==> src/rtl/cbus_pkg.sv <==
// Shared command encodings, error-stretch length and FSM state type for the cbus initiator.
package cbus_pkg;

    localparam logic CBUS_CMD_RD = 1'b1;
    localparam logic CBUS_CMD_WR = 1'b0;

    // Length of the slave monitor's stretched cbus_access_err pulse.
    localparam int CBUS_ERR_STRETCH = 32;

    typedef enum logic [1:0] {
        ST_IDLE   = 2'd0,
        ST_REQ    = 2'd1,
        ST_ERRCHK = 2'd2,
        ST_RSP    = 2'd3
    } cbus_state_e;

endpackage

==> src/rtl/cbus_mst_wdog.sv <==
// Master-side watchdog: counts REQ cycles and flags expiry on the LIMIT-th cycle.
// Only built when CBUS_MST_TIMEOUT_EN is defined.
`ifdef CBUS_MST_TIMEOUT_EN
module cbus_mst_wdog #(
    parameter int unsigned LIMIT = 1024
) (
    input  logic clk,
    input  logic reset,
    input  logic clear,
    input  logic enable,
    output logic expire
);

    logic [31:0] count;

    always_ff @(posedge clk or posedge reset) begin
        if (reset) begin
            count <= '0;
        end else if (clear) begin
            count <= '0;
        end else if (enable) begin
            count <= count + 32'd1;
        end
    end

    assign expire = enable && (count == 32'(LIMIT - 1));

endmodule
`endif

==> src/rtl/cbus_mst_ctrl.sv <==
// cbus initiator: takes one host command at a time, runs it on the cbus and returns data + status.
// Define CBUS_MST_TIMEOUT_EN to add the master watchdog (TO_CYCLES) and the rsp_timeout status.
module cbus_mst_ctrl
    import cbus_pkg::*;
#(
    parameter int AW        = 16,
    parameter int DW        = 32,
    parameter int TO_CYCLES = 1024
) (
    input  logic          clk,
    input  logic          reset,
    input  logic          host_valid,
    output logic          host_ready,
    input  logic          host_cmd,
    input  logic [AW-1:0] host_addr,
    input  logic [DW-1:0] host_wdata,
    output logic          rsp_valid,
    input  logic          rsp_ready,
    output logic [DW-1:0] rsp_rdata,
    output logic          rsp_err,
    output logic          rsp_timeout,
    output logic          cbus_m_req,
    output logic          cbus_m_cmd,
    output logic [AW-1:0] cbus_m_addr,
    output logic [DW-1:0] cbus_m_wdata,
    input  logic          cbus_rresp,
    input  logic          cbus_waccept,
    input  logic [DW-1:0] cbus_rdata,
    input  logic          cbus_access_err,
    output logic [1:0]    dbg_state
);

    // Host and response channels: a transfer happens on a rising edge where valid and ready are
    // both high; the initiator of valid keeps it and its payload steady until that edge.

    if (TO_CYCLES < 2) begin : g_bad_to_cycles
        $error("cbus_mst_ctrl: TO_CYCLES must be at least 2");
    end

    cbus_state_e   state, state_nxt;
    logic          cmd_q;
    logic [AW-1:0] addr_q;
    logic [DW-1:0] wdata_q;
    logic [DW-1:0] rdata_q;
    logic          err_q;
    logic          accept;
    logic          done;
    logic          wd_expire;

    assign accept = (state == ST_IDLE) && host_valid && !cbus_access_err;
    // Only the completion matching the issued command counts.
    assign done   = (cmd_q == CBUS_CMD_RD) ? cbus_rresp : cbus_waccept;

`ifdef CBUS_MST_TIMEOUT_EN
    logic to_q;

    cbus_mst_wdog #(
        .LIMIT(TO_CYCLES)
    ) u_wdog (
        .clk   (clk),
        .reset (reset),
        .clear (accept),
        .enable(state == ST_REQ),
        .expire(wd_expire)
    );

    always_ff @(posedge clk or posedge reset) begin
        if (reset) begin
            to_q <= 1'b0;
        end else if (state == ST_REQ && wd_expire && !done) begin
            to_q <= 1'b1;
        end else if (state == ST_RSP && rsp_ready) begin
            to_q <= 1'b0;
        end
    end

    assign rsp_timeout = to_q;
`else
    assign wd_expire   = 1'b0;
    assign rsp_timeout = 1'b0;
`endif

    always_ff @(posedge clk or posedge reset) begin
        if (reset) begin
            state <= ST_IDLE;
        end else begin
            state <= state_nxt;
        end
    end

    always_comb begin
        state_nxt  = state;
        host_ready = 1'b0;
        cbus_m_req = 1'b0;
        rsp_valid  = 1'b0;
        case (state)
            ST_IDLE: begin
                // Hold off new work while a stretched error from a prior access is still high.
                host_ready = !cbus_access_err;
                if (accept) state_nxt = ST_REQ;
            end
            ST_REQ: begin
                cbus_m_req = 1'b1;
                if (done) begin
                    state_nxt = ST_ERRCHK;
                end else if (wd_expire) begin
                    state_nxt = ST_RSP;
                end
            end
            ST_ERRCHK: state_nxt = ST_RSP;
            ST_RSP: begin
                rsp_valid = 1'b1;
                if (rsp_ready) state_nxt = ST_IDLE;
            end
            default: state_nxt = ST_IDLE;
        endcase
    end

    always_ff @(posedge clk or posedge reset) begin
        if (reset) begin
            cmd_q   <= CBUS_CMD_WR;
            addr_q  <= '0;
            wdata_q <= '0;
            rdata_q <= '0;
            err_q   <= 1'b0;
        end else begin
            if (accept) begin
                cmd_q   <= host_cmd;
                addr_q  <= host_addr;
                wdata_q <= host_wdata;
            end
            case (state)
                ST_REQ: begin
                    if (done) begin
                        rdata_q <= (cmd_q == CBUS_CMD_WR) ? '0 : cbus_rdata;
                    end else if (wd_expire) begin
                        rdata_q <= '0;
                        err_q   <= 1'b0;
                    end
                end
                // The monitor registers its error one cycle after completion.
                ST_ERRCHK: err_q <= cbus_access_err;
                ST_RSP: begin
                    if (rsp_ready) begin
                        rdata_q <= '0;
                        err_q   <= 1'b0;
                    end
                end
                default: ;
            endcase
        end
    end

    assign cbus_m_cmd   = cmd_q;
    assign cbus_m_addr  = addr_q;
    assign cbus_m_wdata = wdata_q;
    assign rsp_rdata    = rdata_q;
    assign rsp_err      = err_q;
    assign dbg_state    = state;

endmodule

==> config.mk <==
export PLATFORM = sky130hd
export DESIGN_NAME = cbus_mst_ctrl
export DESIGN_NICKNAME = d
export VERILOG_FILES = /design/src/rtl/cbus_pkg.sv /design/src/rtl/cbus_mst_wdog.sv /design/src/rtl/cbus_mst_ctrl.sv
export SDC_FILE = /design/constraint.sdc
export NUM_CORES = 1
export LEC_CHECK = 0
export CAP_MARGIN = 10
export CORE_UTILIZATION = 39
export DETAILED_ROUTE_END_ITERATION = 10
export PLACE_DENSITY = 0.81
export SLEW_MARGIN = 20
export SYNTH_ARGS = -nofsm -noshare
export SYNTH_HDL_FRONTEND = slang
export SYNTH_SLANG_ARGS = --single-unit
==> constraint.sdc <==
create_clock -name clk -period 3.4 [get_ports clk]
set_clock_uncertainty 0.05 [all_clocks]
set_input_delay 0.34 -clock clk [delete_from_list [all_inputs] [get_ports clk]]
set_output_delay 0.34 -clock clk [all_outputs]
set_load 0.005 [all_outputs]
==> results.toml <==
[setup_path]
end_kind = "output port"
worstPathRequired_ps = 3010
r2r_end = "rsp_rdata[30]$_DFFE_PP0P_"
reg2reg_depth = 4
crit_type = "flip-flop to output port"
r2r_start = "dbg_state[0]$_DFFE_PP0P_"
path_max_fanout = 4
crit_path_top_delay_cell = "clkdlybuf4s50_1"
path_cells = "inv_1, ha_1, and2b_1, clkdlybuf4s50_1"
r2r_slack_ps = 1240
crit_path_end = "host_ready"
crit_start = "dbg_state[0]$_DFFE_PP0P_"
crit_arrival_ps = 1810
critical_path.max_stage_delay_ps = 510
worst_setup_path_start_kind = "flip-flop"

[synth]
yosysWarningCount = 0
synth.top_cell.area_share_pct = 65.3
synth_area_um2 = 3220
netlist_instances = 202
synthesis.nets = 295
ys_seq_area_share_pct = 65.3
synth-seq-cells = 84
ys_types = 20
syn_area_per_cell_um2 = 15.9
ys_top_cells_by_area = "dfrtp_1, mux2_2, a22o_1"
synth_top_area_cell = "dfrtp_1"

[timing]
hold_viol = 0
max_clock_freq_mhz = 455
tightest_slew_ps = 992
setup_viol_count_final = 0
final_max_slew_viol_count = 0
finalCriticalPeriod_ps = 2200
fin_crit_sh_pct = 64.6
rsz0062_at_grt = "no"
holdWs_ps = 377
tns_ps = 0
relSlewSlack_pct = 33.9

[cts]
cts_tree = "done"
cts_resized = 0
cts.clk_slew.worst_paths_ps = 90
numClockSinks = 84
clockRootBuffer = "clkbuf_8"
clkLatencyLatePin_ps = 350
clockBufferDepth = 2
cts_setup_buffers = 0
cts-htree-levels = 3
cts-hold-fix-buffers = 0
numCtsBuffers = 9

[power_and_ir_drop]
ir_drop_mv = 0.354
total_power_mw = 4.35
p_leak_nw = 2.29
pwr_density_cell_nw_per_um2 = 826

[floorplan]
die_w_um = 92.9
die_area_um2 = 8620
ios = 176
die_height_um = 92.9
std_cell_rows = 32
core-area_um2 = 7850
initial_utilization_pct = 41.0

[place]
hpwl_mm = 5.74
place_congestion = 0.712
io_buffers = 174

[detailed_routing]
dr.pass1.iters = 4
vias = 2307
drc = 0
wl_per_cell_um = 15.9
viasPerCell = 4.77
finalWirelength_mm = 7.70
postRouteAntennaNets = 0
drt_iter0_markers = 81

[layout]
layout_common_cells = "clkdlybuf4s50_1, dfrtp_1, mux2_2, a22o_1, clkbuf_8"
fillers = 612
area_growth_pct = 63.6
layout_commonest_cell = "clkdlybuf4s50_1"
drive_gt1_share_pct = 18.8
utilization_pct = 67.1
nNetsFinal = 470
multiInputGateArea_um2 = 1020
num_antenna_cells = 0
regArea_um2 = 2100

[global_routing]
grt_pass1_wl_mm = 11.8
grt_pass1_vias = 2294
antenna_found_initial = 0
grt_use_total_pct = 18.4
grt_max_degree = 50
gr-total-overflow = 0

[job]
cap_violations = 0

[outcome]
status = "finished, final reports clean"

[worst_hold_path]
min_path_type = "input pin to async pin"
[registers in the layout (all words and copies together) (netlist names)]
| name | cells |
|---|---|
| cbus_m_cmd | 1 |
| rsp_err | 1 |
| rsp_rdata | 32 |
| cbus_m_wdata | 32 |
| dbg_state | 2 |
| cbus_m_addr | 16 |
[cells by family after synthesis]
group,synth area share (%)
mux,18.4
buf+inv,3.23
compound gates,9.60
flops,65.3
fa+ha+maj,1.94
other cells,0.116
simple gates,1.40
[final cells by class]
type	instances	area share, %
Sequential cell	84	39.9
Timing Repair Buffer	177	33.7
Multi-Input combinational cell	102	19.3
Clock buffer	10	2.61
Tap cell	102	2.42
Clock inverter	6	1.78
Inverter	3	0.238
[worst min-delay path by stage]
| stage | start | endpoint | slack [ps] | cells after the start |
|---|---|---|---|---|
| after floorplan | cbus_rdata[0] | rsp_rdata[0]$_DFFE_PP0P_ | 420 | 1 |
| final | reset | cbus_m_wdata[11]$_DFFE_PP0P_ | 380 | 2 |
| after global placement | cbus_m_wdata[4]$_DFFE_PP0P_ | cbus_m_wdata[4]$_DFFE_PP0P_ | 440 | 1 |
| after detailed placement | cbus_m_wdata[6]$_DFFE_PP0P_ | cbus_m_wdata[6]$_DFFE_PP0P_ | 440 | 1 |
| after global routing | reset | cbus_m_wdata[13]$_DFFE_PP0P_ | 440 | 2 |
| after CTS | reset | cbus_m_wdata[13]$_DFFE_PP0P_ | 400 | 2 |
[synthesized netlist by cell type, drive strengths merged]
cell type,count
a211o,1
a221oi,1
a22o,32
and2b,1
and4b,1
buf,11
clkbuf,2
conb,1
dfrtp,84
ha,5
inv,3
mux2,50
mux2i,3
nand2,2
nand2b,1
nor2,2
nor2b,1
o21ai,1
[worst max-delay path: cells and delay by family (launching register included)]
family	cells	cell delay (ps)
buffers and inverters	2	650
DFF	1	430
and+or+nand+nor	1	170
adders and majority gates	1	220
[metrics by stage]
stage          setup slack, ps  std cells  area, um2
2_1_floorplan              845        202       3220
3_3_place_gp              1210        468       5030
3_5_place_dp              1080        468       5030
4_1_cts                   1170        484       5270
5_1_grt                   1040        484       5270
6_report                  1200        484       5270
[routing by layer]
layer / global-route usage [%] / vias to the layer above / part of all wire (%)
met1: 23.6 / 1099 / 42
met4: 9.62 / 0 / 2.2
met2: 28.8 / 119 / 47
li1: - / 1074 / -
met3: 4.76 / 15 / 7.9
met5: 0 / - / 0
[power by group]
| part | switching [mW] | internal [mW] |
|---|---|---|
| Clock | 0.359 | 0.440 |
| Combinational | 0.598 | 1.26 |
| Sequential | 0.244 | 1.45 |
| Total | 1.20 | 3.15 |
No activity file was read; power rests on OpenSTA's default activity.
